--- src/rtl/mem_access_unit.sv ---
// MEM-stage load/store unit: issues req/ack data-memory accesses, stalls upstream, registers MEM/WB.
// Optional ACCESS_TIMEOUT_EN aborts a REQ after TIMEOUT_CYCLES cycles without ack and sets MEMBusError.
`timescale 1ns/1ps
module mem_access_unit #(
    parameter int unsigned TIMEOUT_CYCLES = 16
) (
    input  logic        clk,
    input  logic        rst,
    input  logic        MEMDramWriteEnable,
    input  logic        MEMRegisterFileWriteEnable,
    input  logic [1:0]  MEMRegisterFileWriteSelect,
    input  logic [4:0]  MEMWriteRegister,
    input  logic [31:0] MEMPc4,
    input  logic [31:0] MEMAluResult,
    input  logic [31:0] MEMRegisterData2,
    input  logic [31:0] MEMExt,
    output logic        MEMStall,
    output logic        bus_req,
    output logic        bus_we,
    output logic [31:0] bus_addr,
    output logic [31:0] bus_wdata,
    input  logic        bus_ack,
    input  logic [31:0] bus_rdata,
    output logic        WBRegisterFileWriteEnable,
    output logic [4:0]  WBWriteRegister,
    output logic [31:0] WBWriteData,
    output logic        MEMBusError
);

    localparam int unsigned XLEN = 32;
    localparam int unsigned REGW = 5;
    localparam int unsigned SELW = 2;
    localparam int unsigned CNTW = 8;

    localparam logic [SELW-1:0] SEL_ALU  = 2'b00;
    localparam logic [SELW-1:0] SEL_LOAD = 2'b01;
    localparam logic [SELW-1:0] SEL_PC4  = 2'b10;

    typedef enum logic [1:0] {
        ST_IDLE = 2'd0,
        ST_REQ  = 2'd1,
        ST_DONE = 2'd2
    } state_e;

    state_e            state_q, state_d;
    logic              bus_req_q, bus_req_d;
    logic              bus_we_q, bus_we_d;
    logic [XLEN-1:0]   bus_addr_q, bus_addr_d;
    logic [XLEN-1:0]   bus_wdata_q, bus_wdata_d;
    logic [XLEN-1:0]   ld_buf_q, ld_buf_d;
    logic              wb_we_q, wb_we_d;
    logic [REGW-1:0]   wb_reg_q, wb_reg_d;
    logic [XLEN-1:0]   wb_data_q, wb_data_d;
    logic              acc;
    logic              stall;
    logic [XLEN-1:0]   wb_mux;

`ifdef ACCESS_TIMEOUT_EN
    logic [CNTW-1:0]   cnt_q, cnt_d;
    logic              err_q, err_d;
`else
    logic [CNTW-1:0]   unused_timeout;
    assign unused_timeout = CNTW'(TIMEOUT_CYCLES);
`endif

    assign acc = MEMDramWriteEnable | (MEMRegisterFileWriteSelect == SEL_LOAD);

    // Write-back source select; load data always comes from the captured buffer
    always_comb begin
        wb_mux = MEMExt;
        case (MEMRegisterFileWriteSelect)
            SEL_ALU:  wb_mux = MEMAluResult;
            SEL_LOAD: wb_mux = ld_buf_q;
            SEL_PC4:  wb_mux = MEMPc4;
            default:  wb_mux = MEMExt;
        endcase
    end

    // Next-state, bus and write-back logic
    always_comb begin
        state_d     = state_q;
        bus_req_d   = bus_req_q;
        bus_we_d    = bus_we_q;
        bus_addr_d  = bus_addr_q;
        bus_wdata_d = bus_wdata_q;
        ld_buf_d    = ld_buf_q;
        stall       = 1'b0;
`ifdef ACCESS_TIMEOUT_EN
        cnt_d       = cnt_q;
        err_d       = err_q;
`endif
        case (state_q)
            ST_IDLE: begin
                stall = acc;
                if (acc) begin
                    state_d     = ST_REQ;
                    bus_req_d   = 1'b1;
                    bus_we_d    = MEMDramWriteEnable;
                    bus_addr_d  = {MEMAluResult[XLEN-1:2], 2'b00};
                    bus_wdata_d = MEMRegisterData2;
`ifdef ACCESS_TIMEOUT_EN
                    cnt_d       = '0;
`endif
                end
            end
            ST_REQ: begin
                stall = 1'b1;
                if (bus_ack) begin
                    ld_buf_d  = bus_rdata;
                    bus_req_d = 1'b0;
                    state_d   = ST_DONE;
                end
`ifdef ACCESS_TIMEOUT_EN
                else if (cnt_q == CNTW'(TIMEOUT_CYCLES - 1)) begin
                    ld_buf_d  = '0;
                    bus_req_d = 1'b0;
                    err_d     = 1'b1;
                    state_d   = ST_DONE;
                end else begin
                    cnt_d = cnt_q + CNTW'(1);
                end
`endif
            end
            ST_DONE: begin
                state_d = ST_IDLE;
            end
            default: begin
                state_d = ST_IDLE;
            end
        endcase

        wb_we_d   = 1'b0;
        wb_reg_d  = wb_reg_q;
        wb_data_d = wb_data_q;
        if (!stall) begin
            wb_we_d   = MEMRegisterFileWriteEnable;
            wb_reg_d  = MEMWriteRegister;
            wb_data_d = wb_mux;
        end
    end

    // State register
    always_ff @(posedge clk) begin
        if (!rst) begin
            state_q <= ST_IDLE;
        end else begin
            state_q <= state_d;
        end
    end

    // Bus, load buffer and MEM/WB registers
    always_ff @(posedge clk) begin
        if (!rst) begin
            bus_req_q   <= 1'b0;
            bus_we_q    <= 1'b0;
            bus_addr_q  <= '0;
            bus_wdata_q <= '0;
            ld_buf_q    <= '0;
            wb_we_q     <= 1'b0;
            wb_reg_q    <= '0;
            wb_data_q   <= '0;
        end else begin
            bus_req_q   <= bus_req_d;
            bus_we_q    <= bus_we_d;
            bus_addr_q  <= bus_addr_d;
            bus_wdata_q <= bus_wdata_d;
            ld_buf_q    <= ld_buf_d;
            wb_we_q     <= wb_we_d;
            wb_reg_q    <= wb_reg_d;
            wb_data_q   <= wb_data_d;
        end
    end

`ifdef ACCESS_TIMEOUT_EN
    always_ff @(posedge clk) begin
        if (!rst) begin
            cnt_q <= '0;
            err_q <= 1'b0;
        end else begin
            cnt_q <= cnt_d;
            err_q <= err_d;
        end
    end
    assign MEMBusError = err_q;
`else
    assign MEMBusError = 1'b0;
`endif

    assign MEMStall                  = stall;
    assign bus_req                   = bus_req_q;
    assign bus_we                    = bus_we_q;
    assign bus_addr                  = bus_addr_q;
    assign bus_wdata                 = bus_wdata_q;
    assign WBRegisterFileWriteEnable = wb_we_q;
    assign WBWriteRegister           = wb_reg_q;
    assign WBWriteData               = wb_data_q;

endmodule
--- config.mk ---
export PLATFORM = sky130hd
export DESIGN_NAME = mem_access_unit
export DESIGN_NICKNAME = d
export VERILOG_FILES = /design/src/rtl/mem_access_unit.sv
export SDC_FILE = /design/constraint.sdc
export NUM_CORES = 1
export LEC_CHECK = 0
export ABC_AREA = 1
export BUFFER_PORTS_ARGS = -buffer_cell sky130_fd_sc_hd__buf_2
export CAP_MARGIN = 30
export CORE_UTILIZATION = 30
export CTS_BUF_LIST = sky130_fd_sc_hd__clkbuf_8
export DETAILED_ROUTE_END_ITERATION = 12
export PLACE_DENSITY = 0.58
export REMOVE_ABC_BUFFERS = 1
export SLEW_MARGIN = 5
export SYNTH_ARGS = -nofsm -noshare
export SYNTH_HDL_FRONTEND = slang
export SYNTH_SLANG_ARGS = --single-unit
--- constraint.sdc ---
create_clock -name clk -period 1.9 [get_ports clk]
set_input_delay 0.095 -clock clk [delete_from_list [all_inputs] [get_ports clk]]
set_output_delay 0.095 -clock clk [all_outputs]
set_load 0.02 [all_outputs]
==> impl_metrics.csv <==
group,metric,value,unit
clock_tree,cts_tree,"done",
sta,clock_skew,9.191,ps
global_routing,gr-total-overflow,0,
floorplanning,die_x,142.4,um
sta,max_slew_margin,60.13,%
worst_setup_path,endpoint_kind,"flop",
synthesis,yosys.cell_types.count,21,
clock_tree,clk_latency,440,ps
synthesis,postSynthCellCount,850,
worst_setup_path,cp_cell_sequence,"dlygate4sd3_1, buf_2, inv_1, nand2_2, nand2_8, buf_12, nand3_1, nor2_1, dlygate4sd3_1, nor2_1",
sta,finalCriticalPeriod,1716,ps
worst_hold_path,hold_path_class,"in -> reg",
placed_design,pre_cts_ws,382.3,ps
route,avgRoutedWirePerCell,14.29,um
sta,finalSetupTns,0,ps
power,power_density,850.9,mW/mm2
sta,setup_violations,0,
worst_setup_path,arrival,2050,ps
floorplanning,die-area,0.02029,mm2
worst_hold_path,hold_path_end,"WBWriteData[23]$_SDFFE_PN0N_",
route,antenna_left,0,
global_routing,grt_antenna_before_repair,1,
synthesis,synth-seq-cells,136,
clock_tree,cts_buffer_depth,2,
synthesis,netlist_area,0.005917,mm2
synthesis,ys_warn_count,0,
power,leakage,4.580,nW
route,wl_met3,1.172,mm
sta,fin_crit_sh,90.30,%
global_routing,grt_usage,20.94,%
flow_run,maxCapViolations,0,
clock_tree,clk_pin_slew,70,ps
clock_tree,root_buffer,"clkbuf_8",
sta,rsz0062_at_grt,"no",
worst_setup_path,timing.rr.start,"state_q[1]$_SDFFE_PN0P_",
cells_and_area,final_common_cell,"buf_2",
floorplanning,std_cell_rows,51,
floorplanning,initial_core_util,30.50,%
cells_and_area,synthToLayoutAreaGrowth,60.44,%
clock_tree,numCtsBuffers,17,
worst_setup_path,crit_fanout,14,
worst_setup_path,crit_type,"in -> reg",
cells_and_area,final_cell_mix,"273 x buf_2, 205 x nor2_1, 145 x dlygate4sd3_1, 141 x nand2_1, 136 x dfxtp_1",
route,dr_total_vias,6830,
worst_setup_path,rr_worst_depth,7,
worst_setup_path,cp-start-kind,"input pin",
placed_design,dp_hpwl,13.01,mm
route,wl_met1,9.876,mm
worst_setup_path,slowest_stage,"dlygate4sd3_1",
cells_and_area,nNetsFinal,1420,
placed_design,place.port_buffers,274,
worst_setup_path,ff2ff_setup_slack,190,ps
route,first_pass_iters,4,
route,met2WireLength,10.41,mm
worst_setup_path,rr_endpoint,"WBWriteData[19]$_SDFFE_PN0N_",
worst_hold_path,hold_start,"MEMPc4[23]",
synthesis,avgSynthCellArea,6.961,um2
global_routing,grt_pass1_wl,32.94,mm
global_routing,grt_max_degree,135,
sta,clock.fmax,0.5829,GHz
floorplanning,die_h,142.4,um
route,avgViaCountPerCell,4.476,
sta,slew_viol_final,0,
sta,setup_ws,184.4,ps
placed_design,gp_congestion,0.7565,
floorplanning,boundaryPins,278,
route,wirelength,21.80,mm
route,drc,0,
global_routing,grt_pass1_vias,6368,
worst_setup_path,crit_required,2230,ps
worst_hold_path,min_delay_path_depth,5,
route,top_layer,"met4",
power,vdd_drop_max,0.4751,mV
synthesis,seq_area_frac_synth,46.01,%
floorplanning,core_area,0.01940,mm2
worst_setup_path,slowest_delay,560,ps
route,drt_first_iter_violations,327,
cells_and_area,drive_gt1_share,27.06,%
clock_tree,cts_sinks,136,
run_status,status,"complete, no violations",
clock_tree,cts_max_level,4,
sta,finalHoldViolations,0,
sta,tightest_slew,598.0,ps
[worst max path at each step]
stage,startpoint,end,slack (ps),cells past startpoint
2_1_floorplan,state_q[1]$_SDFFE_PN0P_,ld_buf_q[0]$_SDFFE_PN0P_,-420,4
3_3_place_gp,state_q[1]$_SDFFE_PN0P_,MEMStall,400,4
3_5_place_dp,state_q[0]$_SDFFE_PN0P_,MEMStall,380,4
4_1_cts,MEMDramWriteEnable,WBWriteData[24]$_SDFFE_PN0N_,50,10
5_1_grt,state_q[1]$_SDFFE_PN0P_,WBWriteData[24]$_SDFFE_PN0N_,50,7
6_report,MEMDramWriteEnable,WBWriteData[24]$_SDFFE_PN0N_,180,10
[registers in the layout, indices dropped and copies added, names as in the netlist]
signal	flops
bus_req	1
WBWriteData	32
state_q	2
bus_we	1
WBWriteRegister	5
WBRegisterFileWriteEnable	1
bus_addr	30
bus_wdata	32
ld_buf_q	32
[timing repair]
action,in CTS,in global routing
setup buffers,0,3
resized for setup,1,2
endpoints found under the hold margin,134,0
cloned,0,1
hold buffers,145,0
endpoints found under the setup margin,1,7
[cell families (layout without fill, tap and decap cells)]
kind of cell           after synthesis  count (layout)  share of synthesized area (%)
other                                1               4                        0.06338
and+or+nand+nor                    473             473                          34.43
DFF                                136             136                          46.01
AOI/OAI and AO/OA                  128             128                          10.83
buffers and inverters              112             520                          8.670
[area by class of cell]
type / instances / area (um2)
antenna: 1 / 2.502
clock buffer: 18 / 247.7
clock inverter: 13 / 202.7
fill: 2011 / 9906
inverter: 45 / 170.2
multi-input combinational: 604 / 2723
sequential: 136 / 2723
tap: 265 / 331.6
timing repair buffer: 444 / 3093
[worst max-delay path, delay by kind of cell]
kind          cells  cell delay [ps]
buf+inv           5             1500
simple gates      5              430
[where the power goes]
group	internal, mW	switching, mW
Sequential	3.13	0.127
Combinational	0.881	1.17
Clock	1.59	1.18
Total	5.60	2.48
[metal layers]
metal  global-route usage, %  vias up
met5                       0        -
met4                   6.791        0
met3                   4.374       25
met2                   35.94      209
met1                   26.02     3084
li1                        -     3512
[synth_stat cells]
cell,number,area share (%)
a21oi_1,33,2.8
buf_1,4,0.25
conb_1,1,0.063
nand2_4,1,0.19
o21ai_0,66,5.6
nand4_1,11,1.2
dfxtp_1,136,46
clkbuf_1,26,1.6
buf_4,8,1.0
nand2_2,3,0.32
nand3_1,77,6.5
clkinv_2,1,0.085
inv_1,42,2.7
nor2_1,207,13
buf_6,4,0.76
nor2_2,1,0.11
buf_2,25,2.1
o21ai_1,29,2.5
nand3b_1,32,4.1
inv_2,2,0.13
nand2_1,141,8.9
[through the flow]
step | util (%) | hold WS [ps] | power [mW] | cell area, um2 | cells
6_report | 48.94 | 23.95 | 8.077 | 9493 | 1526
5_1_grt | 48.94 | 23.62 | 8.552 | 9493 | 1526
4_1_cts | 48.62 | 0.2971 | 8.132 | 9432 | 1521
3_5_place_dp | 38.79 | 323.8 | 5.081 | 7525 | 1345
3_3_place_gp | 38.79 | 321.1 | 5.064 | 7525 | 1345
2_1_floorplan | - | 214.2 | 4.294 | 5582 | 785
Note: power is estimated with default switching activity, not from simulation.
